[src/rtl/one_hot_encoder_reg.sv]
// rtl/one_hot_encoder_reg.sv - registered one-hot to {cod, enable} encoder with multi-hot error tracking
//
// Turns WIDTH one-hot select lines back into an encoded index plus an enable
// flag, held in a single-entry valid/ready buffered stage. Multi-hot words
// are flagged with a sticky error bit and counted in a saturating counter.
//
// Optional feature macro: ONE_HOT_ENC_PRIORITY_EN
//   defined     : multi-hot words resolve to the lowest set index, enable=1
//   not defined : multi-hot words give cod=0, enable=0
//   err/err_cnt behave the same in both builds.
//
// Parameters:
//   WIDTH      number of one-hot lines, power of 2, 2..8
//   ERR_CNT_W  width of the saturating multi-hot counter
//   CODE_W     log2(WIDTH), derived, not overridable
//
// Ports:
//   clk        rising-edge clock
//   reset      asynchronous active-low reset
//   in_valid   onehot word present
//   in_ready   stage can accept a word this cycle (combinational)
//   onehot     select lines, bit0 = line a
//   out_valid  {cod, enable} holds a word
//   out_ready  consumer accepts the word this cycle
//   cod        encoded index
//   enable     1 = a single line (or priority-resolved line) was set
//   err        sticky multi-hot flag
//   err_cnt    saturating count of accepted multi-hot words
//   clear_err  synchronous clear of err and err_cnt

module one_hot_encoder_reg #(
    parameter  int WIDTH     = 8,
    parameter  int ERR_CNT_W = 8,
    localparam int CODE_W    = $clog2(WIDTH)
) (
    input  logic                 clk,
    input  logic                 reset,
    input  logic                 in_valid,
    output logic                 in_ready,
    input  logic [WIDTH-1:0]     onehot,
    output logic                 out_valid,
    input  logic                 out_ready,
    output logic [CODE_W-1:0]    cod,
    output logic                 enable,
    output logic                 err,
    output logic [ERR_CNT_W-1:0] err_cnt,
    input  logic                 clear_err
);

    typedef enum logic {
        EMPTY = 1'b0,
        FULL  = 1'b1
    } state_t;

    state_t state;

    logic              accept;
    logic              any_hot;
    logic              multi_hot;
    logic [CODE_W-1:0] low_idx;
    logic [CODE_W-1:0] enc_cod;
    logic              enc_en;
    logic              cnt_sat;

    // Pass-through ready: a full stage can take a new word in the same
    // cycle its current word is consumed.
    assign in_ready = (state == EMPTY) | out_ready;
    assign accept   = in_valid & in_ready;

    // x & (x-1) clears the lowest set bit; anything left means two or more
    // lines were set.
    assign any_hot   = |onehot;
    assign multi_hot = |(onehot & (onehot - WIDTH'(1)));

    // Scan from the top so the last hit is the lowest set index.
    always_comb begin
        low_idx = '0;
        for (int i = WIDTH - 1; i >= 0; i--) begin
            if (onehot[i]) begin
                low_idx = CODE_W'(i);
            end
        end
    end

`ifdef ONE_HOT_ENC_PRIORITY_EN
    always_comb begin
        enc_en  = any_hot;
        enc_cod = low_idx;
    end
`else
    always_comb begin
        enc_en  = any_hot & ~multi_hot;
        enc_cod = enc_en ? low_idx : '0;
    end
`endif

    assign cnt_sat = &err_cnt;

    always_ff @(posedge clk or negedge reset) begin
        if (!reset) begin
            state     <= EMPTY;
            out_valid <= 1'b0;
            cod       <= '0;
            enable    <= 1'b0;
            err       <= 1'b0;
            err_cnt   <= '0;
        end else begin
            case (state)
                EMPTY: begin
                    if (accept) begin
                        state     <= FULL;
                        out_valid <= 1'b1;
                        cod       <= enc_cod;
                        enable    <= enc_en;
                    end
                end
                FULL: begin
                    // Without out_ready the word is held and onehot ignored.
                    if (out_ready) begin
                        if (in_valid) begin
                            cod    <= enc_cod;
                            enable <= enc_en;
                        end else begin
                            state     <= EMPTY;
                            out_valid <= 1'b0;
                        end
                    end
                end
                default: begin
                    state     <= EMPTY;
                    out_valid <= 1'b0;
                end
            endcase

            // A clear coinciding with a new multi-hot word is applied first,
            // so the new error lands on a zeroed counter.
            if (accept && multi_hot) begin
                err <= 1'b1;
                if (clear_err) begin
                    err_cnt <= ERR_CNT_W'(1);
                end else if (!cnt_sat) begin
                    err_cnt <= err_cnt + ERR_CNT_W'(1);
                end
            end else if (clear_err) begin
                err     <= 1'b0;
                err_cnt <= '0;
            end
        end
    end

endmodule

[config.mk]
export PLATFORM = sky130hd
export DESIGN_NAME = one_hot_encoder_reg
export DESIGN_NICKNAME = d
export VERILOG_FILES = /design/src/rtl/one_hot_encoder_reg.sv
export SDC_FILE = /design/constraint.sdc
export NUM_CORES = 1
export LEC_CHECK = 0
export ABC_AREA = 1
export CORE_MARGIN = 2
export CORE_UTILIZATION = 50
export DETAILED_ROUTE_END_ITERATION = 7
export PLACE_DENSITY = 0.83
export SLEW_MARGIN = 20
export SYNTH_ARGS = -nofsm -noshare
export SYNTH_HDL_FRONTEND = slang
export SYNTH_SLANG_ARGS = --single-unit
[constraint.sdc]
create_clock -name clk -period 3.15 [get_ports clk]
set_input_delay 0.315 -clock clk [delete_from_list [all_inputs] [get_ports clk]]
set_output_delay 0.315 -clock clk [all_outputs]
set_load 0.01 [all_outputs]
Yosys cells after proc, flatten, opt, wreduce, memory -nomap -nowiden
Index checks and enable logic that the tools add are counted.
- add/sub/neg operators: 2
- equal/unequal tests: 5
- mux-type cells: 31
- bitwise gates (word level): 6
- reductions and logical operators: 8
- operator list (kind ; number):
    $mux 3 ; 12
    $mux 8 ; 4
    $reduce_or 8->1 ; 2
    $mux 1 ; 11
    $ne 2x2->1 const B ; 5
    $add 8x1->8 const B ; 1
    $and 8x8->8 ; 1
    $reduce_and 8->1 ; 1
    $sub 8x1->8 const B ; 1
    $pmux 1 s2 ; 3
    $pmux 3 s2 ; 1
    $reduce_and 3->1 ; 2
    $and 1x1->1 ; 2
    $not 1->1 ; 2
    $reduce_and 2->1 ; 1
    $reduce_bool 2->1 ; 1
    $logic_and 1x1->1 ; 1
    $or 1x1->1 ; 1
- bits in registers: 15
- bits of input ports: 13
- output and inout port bits: 15
- word-level logic and storage cells: 58

Longest topological paths before layout
- depth after elaboration: 12
- gate-level depth with buffers: 10
- mapped depth without buffers: 10

Least setup slack after synthesis
OpenSTA, ideal clock, no wires.
- kind: register -> register
- start point: reg err_cnt[1]
- end point: reg err_cnt[7]
- library setup time: 0.118 ns
- arrival time: 1.240 ns
- data required time: 3.032 ns
- path slack: 1.793 ns
- stages on the path, launching flop included: 9
- path buffers: 0
- clock period less this slack: 1.357 ns
- cells stage by stage: dfrtp_1 > ha_1 > nand3_2 > nor2_2 > nand4_2 > nand3_4 > nand2_2 > nand2_1 > nand2_1
- longest elaborated chain between the ends: 4
- elaborated cells between the ends (all ways): 7
- those cells by class: add/sub (1); eq/ne (1); mux (3); reduce/logical (2)
- RTL lines (what ; line ; text):
    start: declaration ; 46 ; output logic [ERR_CNT_W-1:0] err_cnt,
    start signal: assignment ; 142 ; err_cnt <= err_cnt + ERR_CNT_W'(1);
    $add 8x1->8 ; 142 ;
    $mux 8 ; 141 ; end else if (!cnt_sat) begin
    $mux 8 ; 139 ; if (clear_err) begin
    $mux 8 ; 137 ; if (accept && multi_hot) begin
Several ways; a longest one is shown, not always the timed one. The select of a mux whose other input is x is not followed.
A chain may end at the register's enable or synchronous reset.

Worst setup path after layout
- start point: in out_ready
- end point: out in_ready
- longest elaborated chain between the ends: 1
- RTL lines (what ; line ; text):
    start: declaration ; 42 ; input logic out_ready,
    $or 1x1->1 ; 67 ; assign in_ready = (state == EMPTY) | out_ready;
    end: declaration ; 39 ; output logic in_ready,
No other way between the ends.

==> metrics.md <==
| Metric | Value |
|---|---|
| Number of warnings printed during yosys synthesis | `0` |
| Library cells used by synthesis | `23` |
| Vias per Instance | `4.90` |
| Post-Route Setup TNS | `0 ns` |
| Floorplan core area | `1760 um2` |
| Count of max-cap constraint violations | `0` |
| Die Footprint | `~2300 um2` |
| Type of the worst setup path | `in -> out` |
| Headroom to the max-slew limit | `53.2%` |
| Critical path data arrival time | `1.43 ns` |
| Critical Path Max Stage Delay | `0.54 ns` |
| Routability congestion estimate from global placement | `0.846` |
| Starting density of the core | `54.5%` |
| Largest cells by area after synthesis | `sky130_fd_sc_hd__dfrtp_1 39%, sky130_fd_sc_hd__nand2_1 18%, sky130_fd_sc_hd__nor2_1 5.1%` |
| CTS-repair resized insts | `0` |
| Std-Cell Rows | `15` |
| Chain of cells forming the critical path | `clkdlybuf4s50_1 > inv_1 > nand2_1 > clkdlybuf4s50_1` |
| Topmost layer with routed signal wires | `met4` |
| Clock root buffer | `sky130_fd_sc_hd__clkbuf_4` |
| WL met1 | `1.01 mm` |
| Static leakage | `0.000646 uW` |
| Final WS setup | `1.40 ns` |
| Nets | `177` |
| Synthesized instance count | `roughly 130` |
| Share of the synthesized area in the top cell type | `39.1%` |
| Commonest cells after routing, fill and taps aside | `45 x sky130_fd_sc_hd__nand2_1, 27 x sky130_fd_sc_hd__clkdlybuf4s50_1, 15 x sky130_fd_sc_hd__dfrtp_1` |
| Most common cell after layout, fill and taps aside | `sky130_fd_sc_hd__nand2_1` |
| Cell depth of the worst setup path | `4` |
| Buffers plus inverters on the worst setup path | `3` |
| Result of the run | `finished clean` |
| Avg WL per Cell | `12.2 um` |
| Transition time at the pin with the least slew margin | `0.700 ns` |
| Hold buffer count at cts | `0` |
| Share of post-route cells with drive strength above 1 | `13.6%` |
| Library cell contributing the largest single delay on the critical path | `sky130_fd_sc_hd__clkdlybuf4s50_1` |
| Detailed-route via count | `916` |
| Area of the mapped netlist | `approximately 960 um2` |
| Endpoints failing setup | `0` |
| Mapped Avg Cell Area | `7.34 um2` |
| DIE WIDTH | `~48 um` |
| Setup Buffers After CTS | `0` |
| Count of fill cells added during filler insertion | `148` |
| Area growth from synthesis to final layout | `34.2%` |
| Final worst path period share | `a little under three fifths` |
| Residual DRC count | `0` |
| HPWL Detailed | `around 1.7 mm` |
| Inserted Diodes | `0` |
| Worst min path class | `in -> async` |
| Post-synthesis cell type with the largest combined area | `sky130_fd_sc_hd__dfrtp_1` |
| DRT Pass-1 Iters | `5` |
| Seq cells post-synth | `15` |
| Buffers on Ports | `27` |
| P per Cell Area | `around 310 nW/um2` |
| Most frequent CP cell | `sky130_fd_sc_hd__clkdlybuf4s50_1` |
| Amount of wire on met3 after detailed routing | `117 um` |
| Pin count of the biggest net entering global routing | `16` |
| Gate family responsible for the most delay along the worst path | `buffers and inverters` |
| Total global routing overflow | `0` |
| Share of synthesized area occupied by flip-flops and latches | `slightly below 40%` |
| Number of cell instances on the worst register-to-register path | `8` |
| Number of DRC violations after detailed-routing iteration 0 | `31` |
| Number of antenna violations at the first check in global routing | `0` |
| Kind of end point of the critical path | `output port` |
| Time the final worst path needs with I/O delays and setup | `1.75 ns` |
| GRT Resource Usage Total | `24.2%` |
| Longest Clk Path Bufs | `2` |
| # H-tree levels | `1` |
| Unrepaired setup endpoints after global routing | `false` |
| Total Routed Length | `between 2 and 2.5 mm` |
| Net Count, Synth | `145` |
| Clock network latency to the later pin of the worst-skew pair | `0.29 ns` |
| Pre-CTS setup slack | `1.35 ns` |
| Routed Antenna Nets | `0` |
| Number of pins with negative max-slew slack in the final report | `0` |
| Number of buffers created by CTS | `3` |
| Met2 Routed Length | `1.11 mm` |
| Layout Skew | `0.00948 ns` |
| Hold violation total from the final report | `0` |
| Chip height | `47.8 um` |
| First-pass GRT wire length | `3.75 mm` |
| # clock sinks | `15` |
| Clock transition at path regs | `0.10 ns` |
| Worst voltage drop across the vdd grid | `0.352 mV` |
| Data required time of the critical path | `roughly 2.8 ns` |
| I/O Pins | `28` |
| TritonCTS clock tree | `built` |
| Number of global-route vias before repair | `853` |
| Crit start category | `primary input` |
| Max Clk Rate | `572 MHz` |
| Maximum fanout count along the critical path | `3` |
==> final timing paths <==
| kind | from | endpoint | slack, ns |
|---|---|---|---|
| max in group asynchronous | reset | err | 2.26 |
| setup reg to reg | err_cnt[0] | err_cnt[7] | 1.70 |
| hold / removal | reset | out_valid | 0.44 |
| setup / recovery | out_ready | in_ready | 1.40 |
| hold reg to reg | cod[1] | cod[1] | 0.49 |
| min in group clk | cod[1] | cod[1] | 0.49 |
==> sequential cells by signal, summed over array words and instances (netlist names) <==
name and flops:
err_cnt 8, cod 3, enable 1, err 1, out_valid 1, state 1
==> cell families after synthesis <==
group,share of synthesized area (%)
compound gates,6.38
xor+xnor,4.56
flops,39.1
fa+ha+maj,1.30
buf+inv,6.64
simple gates,42.1
==> Yosys cell counts (all sizes together) <==
master / number
a21oi: 6
nand4: 2
nand3b: 1
o21ai: 4
nor2: 20
clkinv: 1
xnor2: 1
xor2: 4
inv: 16
ha: 1
o21bai: 1
nand2: 48
dfrtp: 15
nand3: 11
==> worst reg2reg max path: cells and delay by family (launching register included) <==
| family | cells | cell delay, ns |
|---|---|---|
| adder cells (fa/ha/maj) | 1 | 0.22 |
| flip-flops | 1 | 0.40 |
| AND/OR/NAND/NOR | 7 | 0.72 |
==> power by group <==
group          internal (uW)  switching (uW)  total (uW)
logic                   40.8            46.9        87.8
clock network           47.1            65.6         113
registers                200            5.94         206
total                    288             118         406
==> final cells by class <==
class / count / area [um2] / share of cell area [%]
clock inverters: 1 / 5.00 / 0.388
clock buffers: 3 / 22.5 / 1.75
multi-input cells: 99 / 522 / 40.4
flip-flops and latches: 15 / 375 / 29.1
well taps: 25 / 31.3 / 2.42
inverters: 17 / 63.8 / 4.95
repair buffers: 27 / 270 / 21.0
==> through the flow <==
stage               cell area [um2]  instances  utilization (%)  hold slack, ns  power, uW
floorplan                       961        131                -          0.0194        251
global placement               1260        183             71.6           0.465        294
detailed placement             1260        183             71.6           0.476        297
CTS                            1290        187             73.1           0.456        409
global route                   1290        187             73.1           0.507        433
finish                         1290        187             73.1           0.441        406
==> metal layers <==
| metal | vias to the layer above | global-route usage (%) |
|---|---|---|
| met5 | - | 0 |
| met4 | 0 | 10.8 |
| met3 | 8 | 5.66 |
| met2 | 33 | 37.9 |
| met1 | 403 | 31.6 |
| li1 | 472 | - |
Power figures use the tool's default switching activity.
